===== config.mk =====
export PLATFORM = sky130hd
export DESIGN_NAME = led_shifter
export DESIGN_NICKNAME = d
export VERILOG_FILES = /design/src/rtl/led_shifter.sv
export SDC_FILE = /design/constraint.sdc
export NUM_CORES = 1
export LEC_CHECK = 0
export ABC_AREA = 1
export CORE_ASPECT_RATIO = 2
export CORE_UTILIZATION = 42
export CTS_CLUSTER_SIZE = 28
export DETAILED_ROUTE_END_ITERATION = 10
export MAX_ROUTING_LAYER = met4
export PLACE_DENSITY = 0.69
export SLEW_MARGIN = 15
export SYNTH_ARGS = -nofsm -noshare
export SYNTH_HDL_FRONTEND = slang
export SYNTH_SLANG_ARGS = --single-unit
export TNS_END_PERCENT = 30

===== constraint.sdc =====
create_clock -name i_clk -period 3.6 [get_ports i_clk]
set_input_delay 1.08 -clock i_clk [delete_from_list [all_inputs] [get_ports i_clk]]
set_output_delay 1.08 -clock i_clk [all_outputs]
set_load 0.05 [all_outputs]

===== src/rtl/led_shifter.sv =====
// -----------------------------------------------------------------------------
// led_shifter
//   Reader side of the current-frame buffer. On a frame tick it walks every
//   channel address from the highest down to 0, fetches each c_bpc-bit value
//   from the current RAM (one cycle read latency), and shifts it MSB-first onto
//   the LED-driver daisy chain. After the last channel it strobes the driver
//   latch, then pulses o_drq so the animator can compute the next frame.
//
// Ports
//   i_clk    system clock, rising edge
//   i_rstn   asynchronous active-low reset
//   i_start  frame tick, only honoured while idle
//   i_data   current RAM read data, valid one cycle after o_addr
//   o_addr   current RAM read address
//   o_sclk   driver shift clock
//   o_sdata  driver serial data, held stable while o_sclk is high
//   o_latch  driver latch strobe
//   o_busy   high from the cycle after an accepted start until back in idle
//   o_drq    one-cycle pulse once the frame has been latched
// -----------------------------------------------------------------------------
module led_shifter #(
  parameter int c_ledboards = 30,
  parameter int c_channels  = c_ledboards * 32,
  parameter int c_addr_w    = $clog2(c_channels),
  parameter int c_bpc       = 12,
  parameter int c_clkdiv    = 4
) (
  input  logic                i_clk,
  input  logic                i_rstn,
  input  logic                i_start,
  input  logic [c_bpc-1:0]    i_data,
  output logic [c_addr_w-1:0] o_addr,
  output logic                o_sclk,
  output logic                o_sdata,
  output logic                o_latch,
  output logic                o_busy,
  output logic                o_drq
);

  localparam int DIV_W = (c_clkdiv > 1) ? $clog2(c_clkdiv) : 1;
  localparam int BIT_W = $clog2(c_bpc + 1);

  localparam logic [DIV_W-1:0]    DIV_LAST  = DIV_W'(c_clkdiv - 1);
  localparam logic [DIV_W-1:0]    DIV_ONE   = DIV_W'(1);
  localparam logic [BIT_W-1:0]    BIT_FULL  = BIT_W'(c_bpc);
  localparam logic [BIT_W-1:0]    BIT_ONE   = BIT_W'(1);
  localparam logic [c_addr_w-1:0] ADDR_LAST = c_addr_w'(c_channels - 1);
  localparam logic [c_addr_w-1:0] ADDR_ONE  = c_addr_w'(1);

  typedef enum logic [2:0] {
    S_IDLE,
    S_FETCH,
    S_LOAD,
    S_SHIFT,
    S_LATCH,
    S_DONE
  } state_t;

  state_t              state_q;
  logic [c_addr_w-1:0] addr_q;
  logic                sclk_q;
  logic                sdata_q;
  logic                latch_q;
  logic                busy_q;
  logic                drq_q;
  logic [DIV_W-1:0]    divcnt_q;
  logic [BIT_W-1:0]    bitcnt_q;
  // The MSB of each word goes straight from i_data to o_sdata at load time,
  // so the shift register only has to hold the remaining c_bpc-1 bits.
  logic [c_bpc-2:0]    shreg_q;

  always_ff @(posedge i_clk or negedge i_rstn) begin
    if (!i_rstn) begin
      state_q  <= S_IDLE;
      addr_q   <= '0;
      sclk_q   <= 1'b0;
      sdata_q  <= 1'b0;
      latch_q  <= 1'b0;
      busy_q   <= 1'b0;
      drq_q    <= 1'b0;
      divcnt_q <= '0;
      bitcnt_q <= '0;
      shreg_q  <= '0;
    end else begin
      drq_q <= 1'b0;
      case (state_q)
        S_IDLE: begin
          if (i_start) begin
            addr_q  <= ADDR_LAST;
            busy_q  <= 1'b1;
            state_q <= S_FETCH;
          end
        end

        // Address is on the RAM port this cycle; data arrives next cycle.
        S_FETCH: begin
          state_q <= S_LOAD;
        end

        S_LOAD: begin
          shreg_q  <= i_data[c_bpc-2:0];
          sdata_q  <= i_data[c_bpc-1];
          bitcnt_q <= BIT_FULL;
          divcnt_q <= '0;
          state_q  <= S_SHIFT;
        end

        // divcnt_q times each half-period; sclk_q tells which half we are in.
        // Data only moves when the high half ends, so o_sdata is never
        // disturbed while o_sclk is high.
        S_SHIFT: begin
          if (divcnt_q != DIV_LAST) begin
            divcnt_q <= divcnt_q + DIV_ONE;
          end else begin
            divcnt_q <= '0;
            if (!sclk_q) begin
              sclk_q <= 1'b1;
            end else begin
              sclk_q   <= 1'b0;
              sdata_q  <= shreg_q[c_bpc-2];
              shreg_q  <= shreg_q << 1;
              bitcnt_q <= bitcnt_q - BIT_ONE;
              if (bitcnt_q == BIT_ONE) begin
                // Address 0 is shifted last so it ends up in the nearest board.
                if (addr_q == '0) begin
                  latch_q <= 1'b1;
                  state_q <= S_LATCH;
                end else begin
                  addr_q  <= addr_q - ADDR_ONE;
                  state_q <= S_FETCH;
                end
              end
            end
          end
        end

        // Latch held for one full half-period with sclk low.
        S_LATCH: begin
          if (divcnt_q != DIV_LAST) begin
            divcnt_q <= divcnt_q + DIV_ONE;
          end else begin
            divcnt_q <= '0;
            latch_q  <= 1'b0;
            drq_q    <= 1'b1;
            state_q  <= S_DONE;
          end
        end

        // o_drq is high during this cycle; busy drops as we return to idle,
        // so a start coincident with o_drq is not seen.
        S_DONE: begin
          busy_q  <= 1'b0;
          state_q <= S_IDLE;
        end

        default: begin
          state_q <= S_IDLE;
        end
      endcase
    end
  end

  assign o_addr  = addr_q;
  assign o_sclk  = sclk_q;
  assign o_sdata = sdata_q;
  assign o_latch = latch_q;
  assign o_busy  = busy_q;
  assign o_drq   = drq_q;

endmodule

; Word level (Yosys, flattened, before mapping)
; Index checks and enable logic that the tools add are counted.
[op_classes]
add_sub_neg = 3
multipliers = 0
div_mod_pow = 0
order_cmp = 0
n_eq_ne = 14
shift = 0
n_mux = 35
bitwise = 1
reduce_logical = 14
[ops]
columns = operator, count
row1 = 10-bit two-way mux, 5
row2 = 11-bit two-way mux, 2
row3 = 11-bit case mux with 2 select lines, 1
row4 = 10-bit case mux with 2 select lines, 1
row5 = 3-bit two-way mux, 6
row6 = 2-bit != test (second input constant), 8
row7 = 3-bit case mux with 5 select lines, 1
row8 = 6-bit AND reduction, 2
row9 = 1-bit two-way mux, 11
row10 = 10-bit logical NOT, 1
row11 = 2-bit nonzero test, 5
row12 = 10-bit by 1-bit subtractor with 10-bit output (second input constant), 1
row13 = 4-bit two-way mux, 2
row14 = 4-bit case mux with 2 select lines, 1
row15 = 3-bit by 2-bit == test with 1-bit output (second input constant), 2
row16 = 3-bit == test (second input constant), 2
row17 = 1-bit case mux with 2 select lines, 3
row18 = 5-bit AND reduction, 1
row19 = 4-bit by 1-bit == test with 1-bit output (second input constant), 1
row20 = 2-bit case mux with 2 select lines, 1
row21 = 2-bit AND reduction, 2
row22 = 4-bit by 1-bit subtractor with 4-bit output (second input constant), 1
row23 = 3-bit by 1-bit == test with 1-bit output (second input constant), 1
row24 = 3-bit logical NOT, 1
row25 = other kinds (5), 5
[word_totals]
register_bits = 35
latch_bits = 0
ram_bits = 0
rom_bits = 0
inputBits = 15
out_inout_bits = 15
memories = 0

; Depth between registers and ports, before layout
; Gate-level depths: netlist of run 1.
[depth]
ltp_word = 6
depth_mapped = 10
depth_no_buf = 10

; Worst setup path before layout of run 1
; OpenSTA, ideal clock, no wires.
[synth_path]
path_kind = register to output
start = register addr_q[6] (netlist: o_addr[6])
end = output o_addr[6]
arrival_time_ns = 0.659
slack_ns = 1.861
path_stages_with_launch = 1
n_path_buf = 0
path_cell_list = dfrtp_1
[synth_rtl]
columns = item, line
row1 = from (decl), 60  ; logic [c_addr_w-1:0] addr_q;
row2 = from (signal assigned), 129  ; addr_q <= addr_q - ADDR_ONE;
row3 = to (decl), 32  ; output logic [c_addr_w-1:0] o_addr,
; No word-level cell between the ends.

; Worst setup path in the final report of run 1
[layout_path]
start = register addr_q[5] (netlist: o_addr[5])
end = output o_addr[5]
; No word-level cell between the ends.

==> reports/qor.txt, run 1 <==
die height - 96.1 µm
Worst Setup SP - o_addr[5]
GPL Wtd Cong - 0.880
worst setup path endpoint - o_addr[5]
die width - 49.0 µm
Final Slew Violations - 0
dpl cells - 320
final setup vio count - 0
register-to-register setup slack - 1.55 ns
critical path class - register to output pin
CP top delay family - buffers and inverters
clk_lat worst skew - 0.28 ns
unrepaired setup endpoints after global routing - false
slew margin rel. - 0.656
crit start category - register
drt drc - 0
clk root buf - clkbuf_8
worst hold path type - register to register
period utilisation layout - 0.738
Mapped Cells - 243
Inserted Diodes - 0
Routed Antenna Nets - 0
Fin Setup TNS - 0 ns
post_cts resized - 0
syn nets - 263
GRT Overall Usage - 0.205
f_max - 377 MHz
CTS tree - built
critical path's largest stage delay - 0.84 ns
leakage power - 1.19 nW
maximum vdd ir drop - 228 µV
GRT overflow - 0
start point of the worst hold path - o_busy
Port Buffers - 29
Max clock buf depth - 2
Initial Util - 0.446
Layout Cell Area excl Fill - 2290 µm²
Worst path slowest cell - clkdlybuf4s50_1
Final Hold Fails - 0
outcome - complete, no violations
Fin Clk Skew - 0.00565 ns
WL/cell - 12.3 µm
hold buffers post-CTS - 0
CTS Sinks - 35
met3 GRT Util - 0.0363
register area share after synthesis - 0.471
Worst Path Required - 2.52 ns
CP Data Arrival Time - 1.58 ns
worst path bufs/invs - 1
Placed Area - 2200 µm²
critical path endpoint category - output pin
via count of the first global-routing pass - 1653
Die ar. - 4710 µm²
I/O pin cnt - 30
Least-Margin Pin Slew - 0.515 ns
core area - 4170 µm²
first-pass GRT wire length - 7160 µm
setup repair bufs after CTS - 0
GR peak layer - met2
Clk pin slew, worst setup/hold paths - 0.07 ns
DRT Wirelength - 4040 µm
met2 Resource Use GR - 0.373
Reg2Reg Depth - 10
DR iter-0 viols - 52
Layout area overhead - 23.0%
worst flop-to-flop path startpoint - state_q[0]
YS warnings - 0
library cells used by synthesis - 24
fin nets - 295
via count - 1664
met1 Usage GRT - 0.211
antenna violations before repair - 0
num rows - 33
CP Max Fanout - 6
Via density - 5.07
Yosys reg bits - 35
H-tree Lvls - 2
TritonCTS buffer count - 5
non-filler cells in the finished layout - 328
Post-Syn Area per Cell - 7.65 µm²
# fillers - 412
Levels on crit path - 1
share of cells above drive strength 1 - 0.0507
largest net degree at the start of global routing - 36
Pwr Density - 309 nW/µm²
Critical Path, Cell by Cell - clkdlybuf4s50_1
Synth Cell Area - 1860 µm²
Final Critical Period - 2.66 ns
Max Cap Viol - 0
worst r2r dst - o_addr[7]
Final HPWL DP - 2970 µm
detailed-router iteration count before antenna repair - 4
[worst reg2reg max path, stage by stage (launching register included)]
cell and delay, ns:
dfrtp_1 0.43, nand2_1 0.14, nor2_4 0.24, buf_4 0.32
nand2_1 0.12, nand2_1 0.10, nor2_1 0.05, buf_4 0.17
nand2_1 0.28, nand2_1 0.09, nand2_1 0.07
[metal layers]
metal	vias up	wire, µm
li1	846	-
met1	784	1680
met2	28	2210
met3	6	88
met4	0	66
met5	-	0
[report_power, final]
part,internal [mW],switching (mW)
Sequential,0.397,0.00106
Combinational,0.0181,0.0160
Clock,0.135,0.139
Total,0.550,0.156
[per-stage QoR]
| step | setup slack (ns) | total power [mW] | util | hold WS [ns] |
|---|---|---|---|---|
| after floorplan | 1.86 | 0.414 | - | 0.451 |
| after global placement | 1.13 | 0.440 | 0.528 | 0.466 |
| after detailed placement | 1.12 | 0.440 | 0.528 | 0.485 |
| after CTS | 0.925 | 0.719 | 0.548 | 0.501 |
| after global routing | 0.893 | 0.732 | 0.548 | 0.519 |
| final | 0.945 | 0.706 | 0.548 | 0.493 |
[cells in the mapped netlist]
master,n,share of area
nand2_1,72,0.15
dfrtp_1,35,0.47
inv_1,30,0.061
nand3_1,26,0.070
nor2_1,22,0.044
o21ai_0,19,0.051
o211ai_1,10,0.040
ha_1,5,0.034
buf_2,4,0.011
a21oi_1,3,0.0081
buf_4,2,0.0081
clkbuf_1,2,0.0040
o22ai_1,2,0.0067
a21oi_2,1,0.0047
a22o_1,1,0.0047
a32o_1,1,0.0054
and2_1,1,0.0034
nand2_2,1,0.0034
nand4_1,1,0.0034
nor2_4,1,0.0061
nor3_1,1,0.0027
o21ai_1,1,0.0027
xnor2_1,1,0.0047
xor2_1,1,0.0047
[placed cells by master, fill, tap and decap left out]
| master | instances |
|---|---|
| nor3_1 | 1 |
| o211ai_1 | 10 |
| o21ai_1 | 1 |
| clkbuf_8 | 5 |
| clkinvlp_4 | 1 |
| dfrtp_1 | 35 |
| a22o_1 | 1 |
| clkbuf_1 | 1 |
| xnor2_1 | 1 |
| a32o_1 | 1 |
| nor2_1 | 22 |
| clkinv_2 | 1 |
| clkdlybuf4s50_1 | 29 |
| and2_1 | 1 |
| buf_4 | 4 |
| nand2_2 | 1 |
| o22ai_1 | 2 |
| ha_1 | 5 |
| nor2_4 | 1 |
| nand2_1 | 72 |
| nand3_1 | 26 |
| a21oi_1 | 3 |
| xor2_1 | 1 |
| a21oi_2 | 1 |
| o21ai_0 | 19 |
| inv_1 | 30 |
| nand4_1 | 1 |
[flip-flops by register name, summed over array words and instances (netlist names)]
register and flops:
o_sclk 1, o_drq 1, shreg_q 11, o_latch 1, o_addr 10, state_q 3, bitcnt_q 4, divcnt_q 2
o_sdata 1, o_busy 1
[area by class of cell]
class,count,area (µm²),area share
Inverter,30,113,0.0492
Tap cell,52,65.1,0.0284
Multi-Input combinational cell,170,828,0.362
Timing Repair Buffer,33,320,0.140
Clock buffer,6,72.6,0.0317
Sequential cell,35,876,0.383
Clock inverter,2,12.5,0.00547
[cells by family (layout without fill, tap and decap cells)]
| kind of cell | Yosys count | in the layout | share of synthesized area |
|---|---|---|---|
| fa+ha+maj | 5 | 5 | 0.0336 |
| flops | 35 | 35 | 0.471 |
| buf+inv | 38 | 71 | 0.0834 |
| compound gates | 38 | 38 | 0.124 |
| simple gates | 125 | 125 | 0.279 |
| xor+xnor | 2 | 2 | 0.00942 |
[worst min path at each step]
stage                        endpoint  slack (ns)  cells past startpoint
after floorplan           bitcnt_q[2]        0.45                      2
after global placement    bitcnt_q[2]        0.47                      2
after detailed placement       o_busy        0.49                      1
after CTS                      o_busy        0.50                      1
after global routing      divcnt_q[0]        0.52                      1
final                          o_busy        0.49                      1
Note: power is estimated with default switching activity, not from simulation.
==> run 2: changes to the inputs <==
==> constraint.sdc (replaced) <==
create_clock -name i_clk -period 2.6 [get_ports i_clk]
set_input_delay 0.78 -clock i_clk [delete_from_list [all_inputs] [get_ports i_clk]]
set_output_delay 0.78 -clock i_clk [all_outputs]
set_load 0.05 [all_outputs]
==> reports/qor.txt, run 2 (synthesized netlist as in run 1, its figures left out) <==
H-tree Lvls - 2
GRT Overall Usage - 0.196
Least-Margin Pin Slew - 0.509 ns
commonest non-fill, non-tap cell in the layout - nand2_1
setup repair bufs after CTS - 0
via count of the first global-routing pass - 1596
Final HPWL DP - 2790 µm
Final Slew Violations - 0
CTS Sinks - 35
TritonCTS buffer count - 5
fin nets - 295
via count - 1663
f_max - 428 MHz
Initial Util - 0.446
die height - 96.1 µm
drt drc - 0
CTS tree - built
Layout Cell Area excl Fill - 2290 µm²
Clock Power Share - 0.399
die width - 49.0 µm
Final Hold Fails - 0
register share of total power - 0.554
CP Data Arrival Time - 1.56 ns
period utilisation layout - 0.899
Port Buffers - 29
first-pass GRT wire length - 6710 µm
Combinational Power Share - 0.047
outcome - complete, no violations
GRT overflow - 0
DR iter-0 viols - 58
final setup vio count - 0
Die ar. - 4710 µm²
critical path's largest stage delay - 0.83 ns
Pwr Density - 435 nW/µm²
hold buffers post-CTS - 0
Cell Int Power - 782 µW
unrepaired setup endpoints after global routing - false
I/O pin cnt - 30
largest net degree at the start of global routing - 36
Inserted Diodes - 0
Max Cap Viol - 0
CP top delay family - buffers and inverters
net switching power figure - 213 µW
Detail Route met3 WL - 153 µm
critical path endpoint category - output pin
post_cts resized - 0
core area - 4170 µm²
crit start category - register
Worst path slowest cell - clkdlybuf4s50_1
worst hold path type - register to register
leakage power - 1.20 nW
M1 WL - 1670 µm
share of cells above drive strength 1 - 0.0509
Fin Setup TNS - 0 ns
Critical Path, Cell by Cell - clkdlybuf4s50_1
num rows - 33
WL/cell - 12.1 µm
critical path class - register to output pin
max reg flops - 11
non-filler cells in the finished layout - 327
Switching Share - 0.214
dpl cells - 320
DRT Wirelength - 3970 µm
WHS - 0.480 ns
Clk pin slew, worst setup/hold paths - 0.07 ns
largest register by flop count - shreg_q
GPL Wtd Cong - 0.881
Worst Path Required - 1.82 ns
Via density - 5.09
maximum vdd ir drop - 347 µV
clk root buf - clkbuf_8
Routed Antenna Nets - 0
Placed Area - 2200 µm²
detailed-router iteration count before antenna repair - 4
top routing layer in use - met4
Fin Clk Skew - 0.00521 ns
worst path bufs/invs - 1
CP Max Fanout - 6
Max clock buf depth - 2
Final Critical Period - 2.34 ns
commonest non-fill, non-tap cells in the layout - nand2_1 (72), dfrtp_1 (35), inv_1 (30)
slew margin rel. - 0.660
WL met2 - 2060 µm
Layout area overhead - 23.1%
antenna violations before repair - 0
clk_lat worst skew - 0.29 ns
## run 2: cell types whose count changed in the layout (fill, tap and decap cells not counted), sizes merged
cell,change
clkinvlp,-1
## run 2: worst paths after layout
path                                  start     endpoint  slack [ns]  cells after the start
worst max-delay path              o_addr[6]    o_addr[6]        0.26                      1
worst min-delay path            bitcnt_q[2]  bitcnt_q[2]        0.48                      2
worst max register to register   state_q[0]    o_addr[7]        0.54                      7
worst min register to register  bitcnt_q[2]  bitcnt_q[2]        0.48                      2
max in group asynchronous            i_rstn   shreg_q[5]        1.38                      2
min in group asynchronous            i_rstn   state_q[0]        0.90                      2
## run 2: routing by layer
layer  track usage  vias to the layer above
met5             -                        -
met4         0.123                        0
li1              -                      843
met1         0.197                      775
met2         0.340                       38
met3        0.0458                        7
## run 2: layout make-up
class	instances	area, µm²
repair buffers	33	320
multi-input cells	170	828
well taps	52	65.1
flip-flops and latches	35	876
inverters	30	113
clock buffers	6	82.6
fillers	392	1880
clock inverters	1	5.00
## run 2: power groups by stage
| stage | logic [mW] | registers [mW] | clock network, mW |
|---|---|---|---|
| after floorplan | 0.00841 | 0.564 | 0 |
| after global placement | 0.0481 | 0.561 | 0 |
| after detailed placement | 0.0480 | 0.562 | 0 |
| after CTS | 0.0486 | 0.551 | 0.410 |
| after global routing | 0.0522 | 0.551 | 0.433 |
| final | 0.0470 | 0.551 | 0.397 |
## run 2: stage by stage
step | util | setup slack [ns] | total power, mW
after floorplan | - | 0.895 | 0.573
after global placement | 0.528 | 0.540 | 0.609
after detailed placement | 0.528 | 0.497 | 0.610
after CTS | 0.549 | 0.243 | 1.01
after global routing | 0.549 | 0.184 | 1.04
final | 0.549 | 0.263 | 0.995
==> run 3: changes to the inputs <==
--- a/config.mk
+++ b/config.mk
@@ -6,7 +6,6 @@
 export NUM_CORES = 1
 export LEC_CHECK = 0
 export ABC_AREA = 1
-export CORE_ASPECT_RATIO = 2
 export CORE_UTILIZATION = 42
 export CTS_CLUSTER_SIZE = 28
 export DETAILED_ROUTE_END_ITERATION = 10
==> reports/qor.txt, run 3 (synthesized netlist as in run 1, its figures left out) <==
outcome - complete, no violations
DR iter-0 viols - 111
CP Data Arrival Time - 1.56 ns
num rows - 23
critical path's largest stage delay - 0.83 ns
CTS Sinks - 35
worst path bufs/invs - 1
commonest non-fill, non-tap cells in the layout - nand2_1 (72), dfrtp_1 (35), inv_1 (30)
# fillers - 408
Inserted Diodes - 0
Routed Antenna Nets - 0
Least-Margin Pin Slew - 0.507 ns
CTS tree - built
Fin Setup TNS - 0 ns
slew margin rel. - 0.661
commonest non-fill, non-tap cell in the layout - nand2_1
Max Cap Viol - 0
register share of total power - 0.562
clk_lat worst skew - 0.29 ns
largest register by flop count - shreg_q
Critical Path, Cell by Cell - clkdlybuf4s50_1
period utilisation layout - 0.901
Port Buffers - 29
antenna violations before repair - 0
Clock Power Share - 0.390
M1 WL - 1830 µm
Clk pin slew, worst setup/hold paths - 0.07 ns
first-pass GRT wire length - 6940 µm
Final Slew Violations - 0
share of cells above drive strength 1 - 0.0471
multi-input combinational cell area - 828 µm²
Initial Util - 0.452
Worst Path Required - 1.82 ns
Final HPWL DP - 2600 µm
Final Hold Fails - 0
Placed Area - 2200 µm²
Worst path slowest cell - clkdlybuf4s50_1
post_cts resized - 0
f_max - 427 MHz
maximum vdd ir drop - 276 µV
max reg flops - 11
Pwr Density - 430 nW/µm²
CP top delay family - buffers and inverters
net switching power figure - 218 µW
TritonCTS buffer count - 5
Switching Share - 0.222
clk root buf - clkbuf_8
Layout Cell Area excl Fill - 2280 µm²
crit start category - register
H-tree Lvls - 2
critical path endpoint category - output pin
WL met2 - 1750 µm
largest net degree at the start of global routing - 36
Combinational Power Share - 0.048
die height - 68.5 µm
via count of the first global-routing pass - 1591
die width - 68.5 µm
via count - 1646
Cell Int Power - 763 µW
Final Critical Period - 2.34 ns
CP Max Fanout - 6
final setup vio count - 0
drt drc - 0
core area - 4120 µm²
I/O pin cnt - 30
detailed-router iteration count before antenna repair - 4
GRT overflow - 0
Detail Route met3 WL - 167 µm
fin nets - 295
Layout area overhead - 22.7%
sequential cell area - 876 µm²
GRT Overall Usage - 0.210
top routing layer in use - met4
hold buffers post-CTS - 0
unrepaired setup endpoints after global routing - false
worst hold path type - register to register
Via density - 5.05
Die ar. - 4700 µm²
setup repair bufs after CTS - 0
Fin Clk Skew - 0.00340 ns
WL/cell - 11.6 µm
Max clock buf depth - 2
leakage power - 1.19 nW
critical path class - register to output pin
DRT Wirelength - 3800 µm
GPL Wtd Cong - 0.784
## run 3: metal layers
metal | GRT usage | vias to the layer above
met1 | 0.263 | 746
met3 | 0.0740 | 5
met2 | 0.313 | 39
met5 | - | -
met4 | 0.0755 | 0
li1 | - | 856
## run 3: stage by stage
| stage | util | power (mW) | hold slack [ns] | instances | setup slack, ns |
|---|---|---|---|---|---|
| 2_1_floorplan | - | 0.573 | 0.451 | 243 | 0.895 |
| 3_3_place_gp | 0.535 | 0.609 | 0.470 | 318 | 0.578 |
| 3_5_place_dp | 0.535 | 0.609 | 0.475 | 318 | 0.579 |
| 4_1_cts | 0.554 | 0.992 | 0.493 | 326 | 0.260 |
| 5_1_grt | 0.554 | 1.03 | 0.532 | 326 | 0.185 |
| 6_report | 0.554 | 0.981 | 0.494 | 326 | 0.258 |
## run 3: layout make-up
class,instances,area share
Timing Repair Buffer,33,0.140
Tap cell,50,0.0274
Clock buffer,7,0.0335
Multi-Input combinational cell,170,0.363
Inverter,30,0.0494
Clock inverter,1,0.00219
Sequential cell,35,0.384
## run 3: path summary, 6_finish.rpt
kind	startpoint	endpoint	slack [ns]	depth (start not counted)
min in group asynchronous	i_rstn	shreg_q[0]	0.90	2
setup / recovery	o_addr[6]	o_addr[6]	0.26	1
max in group asynchronous	i_rstn	o_addr[5]	1.40	2
setup reg to reg	o_addr[0]	o_addr[5]	0.66	10
hold reg to reg	bitcnt_q[2]	bitcnt_q[2]	0.49	2
hold / removal	bitcnt_q[2]	bitcnt_q[2]	0.49	2
## run 3: power groups by stage
stage | Combinational [mW] | Sequential, mW | Clock [mW]
after floorplan | 0.00841 | 0.564 | 0
after global placement | 0.0479 | 0.561 | 0
after detailed placement | 0.0479 | 0.562 | 0
after CTS | 0.0484 | 0.551 | 0.393
after global routing | 0.0538 | 0.551 | 0.422
final | 0.0468 | 0.551 | 0.383
